==> src/rtl/mem_arbiter_pkg.sv <==
// Shared types for the imem/dmem memory-bus arbiter: bus records, FSM state, register image.
package mem_arbiter_pkg;

  typedef struct packed {
    logic        mem_valid;
    logic        mem_instr;
    logic [31:0] mem_addr;
    logic [31:0] mem_wdata;
    logic [3:0]  mem_wstrb;
  } mem_in_type;

  typedef struct packed {
    logic        mem_ready;
    logic [31:0] mem_rdata;
  } mem_out_type;

  typedef enum logic [1:0] {IDLE, BUSY_I, BUSY_D} mem_arbiter_state_type;
  typedef enum logic {PORT_I = 1'b0, PORT_D = 1'b1} mem_arbiter_port_type;

  typedef struct packed {
    mem_arbiter_state_type state;
    mem_in_type            islot;
    mem_in_type            dslot;
    logic                  ivld;
    logic                  dvld;
    mem_arbiter_port_type  rr_last;
    logic                  prot_err;
  } mem_arbiter_reg_type;

  localparam mem_arbiter_reg_type init_mem_arbiter_reg = '{
    state: IDLE, islot: '0, dslot: '0, ivld: 1'b0, dvld: 1'b0,
    rr_last: PORT_D, prot_err: 1'b0};

endpackage

==> src/rtl/mem_arbiter_slot.sv <==
// One-deep request holding register with full flag; one instance per requesting port.
module mem_arbiter_slot
  import mem_arbiter_pkg::*;
(
  input  logic       clk,
  input  logic       rst,
  input  logic       load,
  input  logic       clr,
  input  mem_in_type req,
  output logic       full,
  output mem_in_type data
);

  // load only happens while empty and clr only while full, so they never collide
  always_ff @(posedge clk or negedge rst) begin
    if (!rst) begin
      full <= 1'b0;
      data <= '0;
    end else if (load) begin
      full <= 1'b1;
      data <= req;
    end else if (clr) begin
      full <= 1'b0;
    end
  end

endmodule

==> src/rtl/mem_arbiter.sv <==
// Arbitrates fetch (imem) and data (dmem) requests onto one memory bus, one transaction at a time.
// Define MEM_ARBITER_RR_EN for round-robin tie-breaking; otherwise dmem always wins a tie.
module mem_arbiter
  import mem_arbiter_pkg::*;
(
  input  logic        rst,
  input  logic        clk,
  input  mem_in_type  imem_in,
  output mem_out_type imem_out,
  input  mem_in_type  dmem_in,
  output mem_out_type dmem_out,
  output mem_in_type  mem_out,
  input  mem_out_type mem_in,
  output logic        prot_err
);

  mem_arbiter_state_type state;
  logic       ifull, dfull;
  mem_in_type islot, dslot;
  logic       err_i, err_d, load_i, load_d, grant_i, grant_d;

  // A port may have at most one request outstanding (held or on the bus)
  assign err_i  = imem_in.mem_valid && (ifull || state == BUSY_I);
  assign err_d  = dmem_in.mem_valid && (dfull || state == BUSY_D);
  assign load_i = imem_in.mem_valid && !err_i;
  assign load_d = dmem_in.mem_valid && !err_d;

`ifdef MEM_ARBITER_RR_EN
  mem_arbiter_port_type rr_last;
  assign grant_d = (state == IDLE) && dfull && (!ifull || rr_last == PORT_I);
`else
  assign grant_d = (state == IDLE) && dfull;
`endif
  assign grant_i = (state == IDLE) && ifull && !grant_d;

  mem_arbiter_slot u_islot (
    .clk(clk), .rst(rst), .load(load_i), .clr(grant_i), .req(imem_in),
    .full(ifull), .data(islot));

  mem_arbiter_slot u_dslot (
    .clk(clk), .rst(rst), .load(load_d), .clr(grant_d), .req(dmem_in),
    .full(dfull), .data(dslot));

  always_ff @(posedge clk or negedge rst) begin
    if (!rst) begin
      state    <= init_mem_arbiter_reg.state;
      prot_err <= init_mem_arbiter_reg.prot_err;
      mem_out  <= '0;
      imem_out <= '0;
      dmem_out <= '0;
`ifdef MEM_ARBITER_RR_EN
      rr_last  <= init_mem_arbiter_reg.rr_last;
`endif
    end else begin
      imem_out.mem_ready <= 1'b0;
      dmem_out.mem_ready <= 1'b0;
      if (err_i || err_d) prot_err <= 1'b1;
      case (state)
        IDLE: begin
          if (grant_d) begin
            mem_out           <= dslot;
            mem_out.mem_valid <= 1'b1;
            mem_out.mem_instr <= 1'b0;
            state             <= BUSY_D;
`ifdef MEM_ARBITER_RR_EN
            rr_last           <= PORT_D;
`endif
          end else if (grant_i) begin
            mem_out           <= islot;
            mem_out.mem_valid <= 1'b1;
            mem_out.mem_instr <= 1'b1;
            state             <= BUSY_I;
`ifdef MEM_ARBITER_RR_EN
            rr_last           <= PORT_I;
`endif
          end
        end
        BUSY_I: if (mem_in.mem_ready) begin
          mem_out.mem_valid  <= 1'b0;
          imem_out.mem_ready <= 1'b1;
          imem_out.mem_rdata <= mem_in.mem_rdata;
          state              <= IDLE;
        end
        BUSY_D: if (mem_in.mem_ready) begin
          mem_out.mem_valid  <= 1'b0;
          dmem_out.mem_ready <= 1'b1;
          dmem_out.mem_rdata <= mem_in.mem_rdata;
          state              <= IDLE;
        end
        default: state <= IDLE;
      endcase
    end
  end

endmodule
==> config.mk <==
export PLATFORM = sky130hd
export DESIGN_NAME = mem_arbiter
export DESIGN_NICKNAME = d
export VERILOG_FILES = /design/src/rtl/mem_arbiter_pkg.sv /design/src/rtl/mem_arbiter_slot.sv /design/src/rtl/mem_arbiter.sv
export SDC_FILE = /design/constraint.sdc
export NUM_CORES = 1
export LEC_CHECK = 0
export BUFFER_PORTS_ARGS = -buffer_cell sky130_fd_sc_hd__buf_2
export CELL_PAD_IN_SITES_DETAIL_PLACEMENT = 0
export CELL_PAD_IN_SITES_GLOBAL_PLACEMENT = 1
export CORE_MARGIN = 2
export CORE_UTILIZATION = 43
export CTS_BUF_LIST = sky130_fd_sc_hd__clkbuf_4 sky130_fd_sc_hd__clkbuf_8
export CTS_CLUSTER_DIAMETER = 80
export CTS_CLUSTER_SIZE = 24
export DETAILED_ROUTE_END_ITERATION = 7
export HOLD_SLACK_MARGIN = 0.03
export PLACE_DENSITY = 0.94
export SETUP_SLACK_MARGIN = 0.5
export SLEW_MARGIN = 25
export SYNTH_ARGS = -nofsm -noshare
export SYNTH_HDL_FRONTEND = slang
export SYNTH_SLANG_ARGS = --single-unit
==> constraint.sdc <==
create_clock -name clk -period 2.23 [get_ports clk]
set_input_delay 0.3345 -clock clk [delete_from_list [all_inputs] [get_ports clk]]
set_output_delay 0.3345 -clock clk [all_outputs]
set_load 0.02 [all_outputs]
# After elaboration in Yosys (flattened, before gate mapping)
# Cells that the tools add are included.
# classes
n_eq_ne	4
reduce_logical	24
mux	16
# ops
op	n
70-bit 2-to-1 mux	2
33-bit 2-to-1 mux	4
2-bit AND reduction	4
2-bit nonzero test	4
1-bit logical AND	7
2-bit 2-to-1 mux	3
1-bit 2-to-1 mux	5
2-bit one-hot mux with 2 select lines	1
1-bit zero test	3
1-bit logical OR	3
3-bit != test (second input constant)	1
3-bit AND reduction	1
2-bit by 1-bit == test with 1-bit output (second input constant)	1
2-bit == test (second input constant)	1
2-bit zero test	1
2-bit by 1-bit != test with 1-bit output (second input constant)	1
1-bit one-hot mux with 2 select lines	1
2-bit OR reduction	1
# word_totals
ff_bits	277
output_inout_bits	137

# Logic depth before layout (Yosys ltp)
# Gate-level depths: netlist of run 1.
# logic_depth
depth_word	7
ltp_mapped	8
depth_no_buf	5

# Hierarchy
# From an unflattened synthesis of run 1, not the netlist that was laid out.
# unflattened
hier_cells	851
area_unflattened_um2	11923.9
# by_module_without_submodules
module	cells_per_inst	instances	area_each_um2	seq_area_each_um2
mem_arbiter_slot	151	2	2986.6	1776.7
mem_arbiter	549	1	5950.7	3478.3

# Worst setup path before layout of run 1
# Ideal clock, no wire load.
# synth_timing
kind	register to register
from	register state[0]
to	register u_dslot.data[0] (netlist name)
arrival_time_ns	1.568
slack_ns	0.534
synth_period_minus_slack_ns	1.696
t_required_ns	2.103
path_buffers	2
path_stages_with_launch	7
setup_ns	0.127
path_cell_list	dfrtp_1 inv_1 ha_1 nor3b_4 buf_4 buf_6 mux2_1
# synth_between
elab_chain_len	5
# synth_lines
item	line	rtl
from (decl)	mem_arbiter.sv:17	mem_arbiter_state_type state;
from (signal assigned)	mem_arbiter.sv:46	state <= init_mem_arbiter_reg.state;
2-bit == test	mem_arbiter.sv:24	assign err_d = dmem_in.mem_valid && (dfull || state == BUSY_D);
1-bit logical OR	mem_arbiter.sv:24	
1-bit logical AND	mem_arbiter.sv:24	
1-bit zero test	mem_arbiter.sv:26	assign load_d = dmem_in.mem_valid && !err_d;
1-bit logical AND	mem_arbiter.sv:26	
to (signal assigned)	mem_arbiter_slot.sv:21	data <= req;
to (decl)	mem_arbiter_slot.sv:11	output mem_in_type data
# Every way passes these cells.
# A chain may end at the register's enable or synchronous reset.

# Final worst setup path of run 1
# layout_timing
from	register state[1]
to	register u_dslot.data[20] (netlist name)
# The elaborated chain is that of the path after synthesis.

==> results.yml, run 1 <==
clock_tree:
  cts-root-buf: "clkbuf_8"
  cts_tree: "done"
  htree_levels: 1
  clock-sinks: 277
  cts.clk_slew.worst_paths_ps: 140
  worstSkewPairLatency_ps: 540
  cts_buffers: 15
  clockBufferDepth: 3
drt:
  drc_errors: 0
  drt-vias-per-instance: 5.28
  drt_first_pass_iters: 5
  drt_iter0_drc: 741
  ant_nets: 0
  vias: 8705
  route.detailed.wl_per_inst_um: 20.3
  wirelength_um: 33500
global_route:
  antenna_found_initial: 3
  grt_start_max_net_pins: 79
  grt_usage_pct: 22.9
  grt_pass1_wl_um: 48800
  overflow: 0
  grt_pass1_vias: 9365
die:
  die_y_um: 164
  num_io_pins: 312
  core_mm2: 0.0251
  die_x_um: 164
  rows: 58
  die-area_mm2: 0.0268
  start_util_pct: 43.8
min_path:
  hp-class: "input pin to register"
  hold_depth: 2
synth:
  synth_commonest_cells: "dfrtp_1, nand3_1, mux2_2"
  yosysUniqueCellTypes: 26
  synth_top_area_cell: "dfrtp_1"
  synth-seq-cells: 277
  synth_edf_count: 0
  synth_nets: 1015
  netlist_area_mm2: 0.0110
  synthCells: 836
  synth-main-ff-cell: "dfrtp_1"
  synthTopCellsByArea: "dfrtp_1, mux2_2, nand3_1, nand2_1, mux2_1"
  synth_most_common_cell: "dfrtp_1"
  synth_top_area_share_pct: 63.1
  synth_area_per_cell_um2: 13.1
  seq_area_frac_synth_pct: 63.1
  ys_async_sr_fraction_pct: 100
  yosys_warnings: 0
worst_setup_path:
  cp_max_fo: 9
  cp-end-kind: "register"
  cp_slowest_cell: "dfrtp_1"
  critical_path_buf_inv_count: 4
  cp_cell_sequence: "buf_6 -> ha_4 -> nor3b_4 -> buf_6 -> buf_12 -> buf_16 -> mux2_2"
  r2r_setup_slack_ps: 340
  reg2reg_depth: 7
  cp_data_required_time_ps: 2660
  cp_top_family: "buffers and inverters"
  crit_type: "register to register"
  max_stage_delay_ps: 440
  cp_num_cells: 7
  path_common_cell: "buf_6"
  start_kind: "register"
  worstPathArrival_ps: 2310
power_and_ir_drop:
  vdd_drop_max_mv: 0.872
  clockPowerShare_pct: 10.1
  power.switching_w: 0.00878
  p_int_w: 0.0131
  seqPwrFrac_pct: 41.0
  p_leak_nw: 7.40
  comb_power_share_pct: 48.9
  power_density_mw_per_mm2: 1410
  switching_share_pct: 40.1
  p_total_w: 0.0219
timing:
  clock_skew_ps: 14.6
  finalSetupTns_ps: 0
  slew-limit-headroom_pct: 63.1
  hold_viol: 0
  setup_viol: 0
  rsz0062_at_grt: "yes"
  finalCritPeriodShare_pct: 84.6
  max_freq_ghz: 0.530
  fin_crit_ps: 1890
  tightest_slew_ps: 554
  holdWs_ps: 48.5
  slew_violations: 0
finish:
  seq_area_mm2: 0.00693
  fin_nets: 1493
  design_area_mm2: 0.0156
  area_delta_synth_final_pct: 41.6
  multiInputGateArea_mm2: 0.00391
  drive_above_1_share_pct: 43.5
  fillers: 1861
  finish.utilization_pct: 62.0
placement:
  place_area_mm2: 0.0130
  place.gp.congestion: 0.773
  io_buffers: 309
  dp.final_hpwl_um: 18300
outcome:
  status: "finished, final reports clean"
flow_run:
  drv_cap: 0
state kept, by name, summed over array words and instances (netlist names):
register      cells
dmem_out         33
imem_out         33
mem_out          70
prot_err          1
state             2
u_dslot.data     68
u_dslot.full      1
u_islot.data     68
u_islot.full      1
power groups by stage:
| stage | clock (W) | combinational, W | sequential (W) |
|---|---|---|---|
| finish | 0.00220 | 0.0107 | 0.00897 |
| detailed placement | 0 | 0.00925 | 0.00896 |
| CTS | 0.00228 | 0.00984 | 0.00886 |
| global route | 0.00244 | 0.0115 | 0.00924 |
| global placement | 0 | 0.00901 | 0.00881 |
| floorplan | 0 | 0.00481 | 0.0102 |
what timing repair did:
item | CTS | global route
endpoints found under the setup margin | 136 | 164
hold buffers | 159 | 4
buffers inserted | 4 | 6
cloned | 5 | 10
pin swaps | 2 | 0
endpoints found under the hold margin | 232 | 4
resized for setup | 11 | 45
area by class of cell:
class | count | area share, %
antenna | 3 | 0.0483
clock buffer | 18 | 1.51
clock inverter | 2 | 0.0804
inverter | 5 | 0.121
multi-input combinational | 494 | 25.1
sequential | 277 | 44.6
tap | 330 | 2.65
timing repair buffer | 521 | 25.9
per-layer routing:
layer,vias to the layer above,global-route usage [%],share of wire (%)
li1,3867,-,-
met1,4410,27.3,39
met2,347,40.7,52
met3,79,5.40,6.9
met4,2,7.70,2.8
met5,-,0,0.039
cells by family after synthesis:
| group | count (synthesis) | synth area share, % |
|---|---|---|
| fa+ha+maj | 4 | 0.456 |
| simple gates | 272 | 11.9 |
| mux | 201 | 20.6 |
| flops | 277 | 63.1 |
| buf+inv | 65 | 2.92 |
| compound gates | 17 | 1.07 |
through the flow:
step | std cells | setup slack [ps]
2_1_floorplan | 836 | 534
3_3_place_gp | 1439 | 360
3_5_place_dp | 1439 | 346
4_1_cts | 1627 | 418
5_1_grt | 1649 | 318
6_report | 1650 | 343
cells in the final DEF, fill, tap and decap left out, types with 3 or more instances in the layout:
| master | Yosys | routed |
|---|---|---|
| buf_2 | 22 | 308 |
| dfrtp_1 | 277 | 276 |
| nand3_1 | 186 | 186 |
| dlygate4sd3_1 | 0 | 163 |
| mux2_2 | 182 | 151 |
| nand2_1 | 76 | 76 |
| mux2_4 | 0 | 35 |
| clkbuf_8 | 0 | 16 |
| buf_4 | 7 | 15 |
| mux2_1 | 18 | 14 |
| buf_12 | 0 | 10 |
| clkbuf_16 | 0 | 9 |
| buf_16 | 0 | 8 |
| buf_6 | 3 | 7 |
| a32oi_1 | 6 | 6 |
| inv_1 | 5 | 4 |
| diode_2 | 0 | 3 |
| nand2b_1 | 3 | 3 |
| a21oi_1 | 3 | 3 |
| o21ai_0 | 3 | 3 |
worst paths after layout:
kind                                    end        start
max in group asynchronous       mem_out[38]          rst
min                             imem_out[5]    mem_in[5]
max reg2reg                u_dslot.data[20]     state[1]
max                        u_dslot.data[20]     state[1]
min in group asynchronous   u_dslot.data[8]          rst
min reg2reg                     mem_out[61]  mem_out[61]
Power figures use the tool's default switching activity.
==> run 2: changes to the inputs <==
- CORE_UTILIZATION: 43 -> 38
- PLACE_DENSITY: 0.94 -> 0.88
- clock period: 2.23 -> 1.7 ns (I/O delays scaled with it)
==> run 2 against run 1 <==
The run now ends with setup timing left. Cell area is 15% higher. Flip-flop and latch count unchanged. Combinational power grew 85%. Total power rose by 61%. Die area up 13%. Worst setup slack lost 400 ps. Fmax rose by 7.6%. Sequential share of layout area shrank 5.8 points. Clock-buffer cell count rose by 1. Core utilization grew 0.74 points. Largest power group unchanged.
==> results.yml, run 2 (synthesis results as in run 1) <==
power_and_ir_drop:
  p_leak_nw: 8.64
  p_total_w: 0.0352
  power_density_mw_per_mm2: 1970
  vdd_drop_max_mv: 1.19
worst_setup_path:
  cp_slowest_cell: "dfrtp_1"
  critical_path_buf_inv_count: 3
  r2r_setup_slack_ps: -50
  startpoint: "state[0]"
  cp_data_required_time_ps: 2150
  cp_num_cells: 6
  start_kind: "register"
  r2r-start: "state[0]"
  cp_top_family: "buffers and inverters"
  cp_cell_sequence: "inv_2 -> ha_4 -> nor3b_4 -> buf_12 -> clkbuf_16 -> mux2_2"
  endpoint: "u_dslot.data[9]"
  reg2reg_depth: 6
  max_stage_delay_ps: 410
  r2r_end: "u_dslot.data[9]"
  cp-end-kind: "register"
  worstPathArrival_ps: 2200
  crit_type: "register to register"
  cp_max_fo: 8
global_route:
  grt_pass1_vias: 9437
  grt_pass1_wl_um: 51100
  overflow: 0
  antenna_found_initial: 2
  grt_start_max_net_pins: 54
  grt_usage_pct: 21.2
die:
  die-area_mm2: 0.0303
  num_io_pins: 312
  rows: 62
  core_mm2: 0.0285
  start_util_pct: 38.5
  die_y_um: 174
  die_x_um: 174
finish:
  layout_commonest_cell: "buf_2"
  area_delta_synth_final_pct: 62.9
  design_area_mm2: 0.0179
  final_cell_mix: "buf_2, dfrtp_1, dlygate4sd3_1"
  reg.largest.list: "mem_out x70, u_dslot.data x68, u_islot.data x68"
  multiInputGateArea_mm2: 0.00511
  regMostFlops: "mem_out"
  fillers: 2077
  drive_above_1_share_pct: 57.9
  fin_nets: 1555
  seq_area_mm2: 0.00693
  largest_register_ffs: 70
timing:
  max_freq_ghz: 0.570
  slew-limit-headroom_pct: 69.2
  tightest_slew_ps: 462
  slew_violations: 0
  clock_skew_ps: 31.2
  hold_viol: 0
  setup_viol: 67
  fin_crit_ps: 1750
  holdWs_ps: 112
  rsz0062_at_grt: "yes"
  worst_slack_ps: -53.8
  finalCritPeriodShare_pct: 103
drt:
  vias: 9233
  drc_errors: 0
  ant_nets: 0
  drt_first_pass_iters: 6
  drt_iter0_drc: 502
  drt-vias-per-instance: 5.22
  wirelength_um: 38700
  route.detailed.wl_per_inst_um: 21.9
flow_run:
  drv_cap: 0
placement:
  place_area_mm2: 0.0133
  dp.final_hpwl_um: 19200
  pre_cts_slack_ps: -24.2
  io_buffers: 309
  place.gp.congestion: 0.778
clock_tree:
  cts-root-buf: "clkbuf_8"
  clock-sinks: 277
  cts_buffers: 16
  cts_tree: "done"
  htree_levels: 1
  clockBufferDepth: 3
  cts.clk_slew.worst_paths_ps: 130
  worstSkewPairLatency_ps: 540
min_path:
  hp-class: "input pin to register"
  hold_depth: 4
outcome:
  status: "finished, violations left"
  violations: "setup timing"
## run 2: cell types whose count changed in the layout (fill, tap and decap cells not counted), moves of 8 or more
cell	previous run	this run
nand2_1	76	27
mux2_2	151	112
buf_12	10	28
mux2_4	35	81
nand3_1	186	79
nand2_4	0	41
clkbuf_16	9	20
buf_6	7	17
nand3_2	0	93
nand3_4	0	14
dlygate4sd3_1	163	171
## run 2: through the flow
stage | util (%) | TNS (ps) | instances
final | 62.7 | -1050 | 1769
after floorplan | - | 0 | 836
after CTS | 55.3 | -706 | 1723
after global placement | 46.6 | -1.62 | 1509
after global routing | 62.7 | -7440 | 1767
after detailed placement | 46.6 | -463 | 1509
## run 2: what timing repair did
| item | in CTS | in global routing |
|---|---|---|
| pin swaps | 15 | 109 |
| setup buffers | 12 | 13 |
| setup endpoints to repair | 413 | 414 |
| hold endpoints to repair | 334 | 0 |
| hold buffers | 171 | 0 |
| gates resized for setup | 41 | 311 |
| gates cloned | 8 | 29 |
## run 2: worst min-delay path by stage
stage	slack, ps	startpoint	to
finish	110	mem_in[32]	mem_out[69]
global route	100	mem_in[32]	mem_out[69]
CTS	50	mem_in[32]	mem_out[69]
detailed placement	220	rst	u_dslot.data[47]
global placement	210	rst	u_dslot.data[47]
floorplan	-40	rst	dmem_out[0]
## run 2: final cells by class
class                      instances  area share [%]
clock buffer                      19            1.43
antenna                            4          0.0559
sequential                       277            38.7
timing repair buffer             582            28.2
tap                              384            2.68
inverter                           5           0.105
clock inverter                     4           0.231
multi-input combinational        494            28.5
## run 2: per-layer routing
metal	track usage (%)	wire length [µm]
met3	4.18	2400
met4	6.58	1790
met1	26.1	14800
met5	0	0
met2	37.5	19600
## run 2: worst register-to-register path: cells and delay by family, from the launching register on
family                   cells  cell delay, ps
buffers and inverters        3             500
flip-flops                   1             410
multiplexers                 1             330
AND/OR/NAND/NOR              1             250
adder cells (fa/ha/maj)      1             170
## run 2: report_power, final
| group | switching [W] | internal (W) | leakage (nW) |
|---|---|---|---|
| sequential | 0.00235 | 0.00993 | 3.31 |
| clock | 0.00212 | 0.00104 | 0.150 |
| combinational | 0.00996 | 0.00980 | 5.18 |
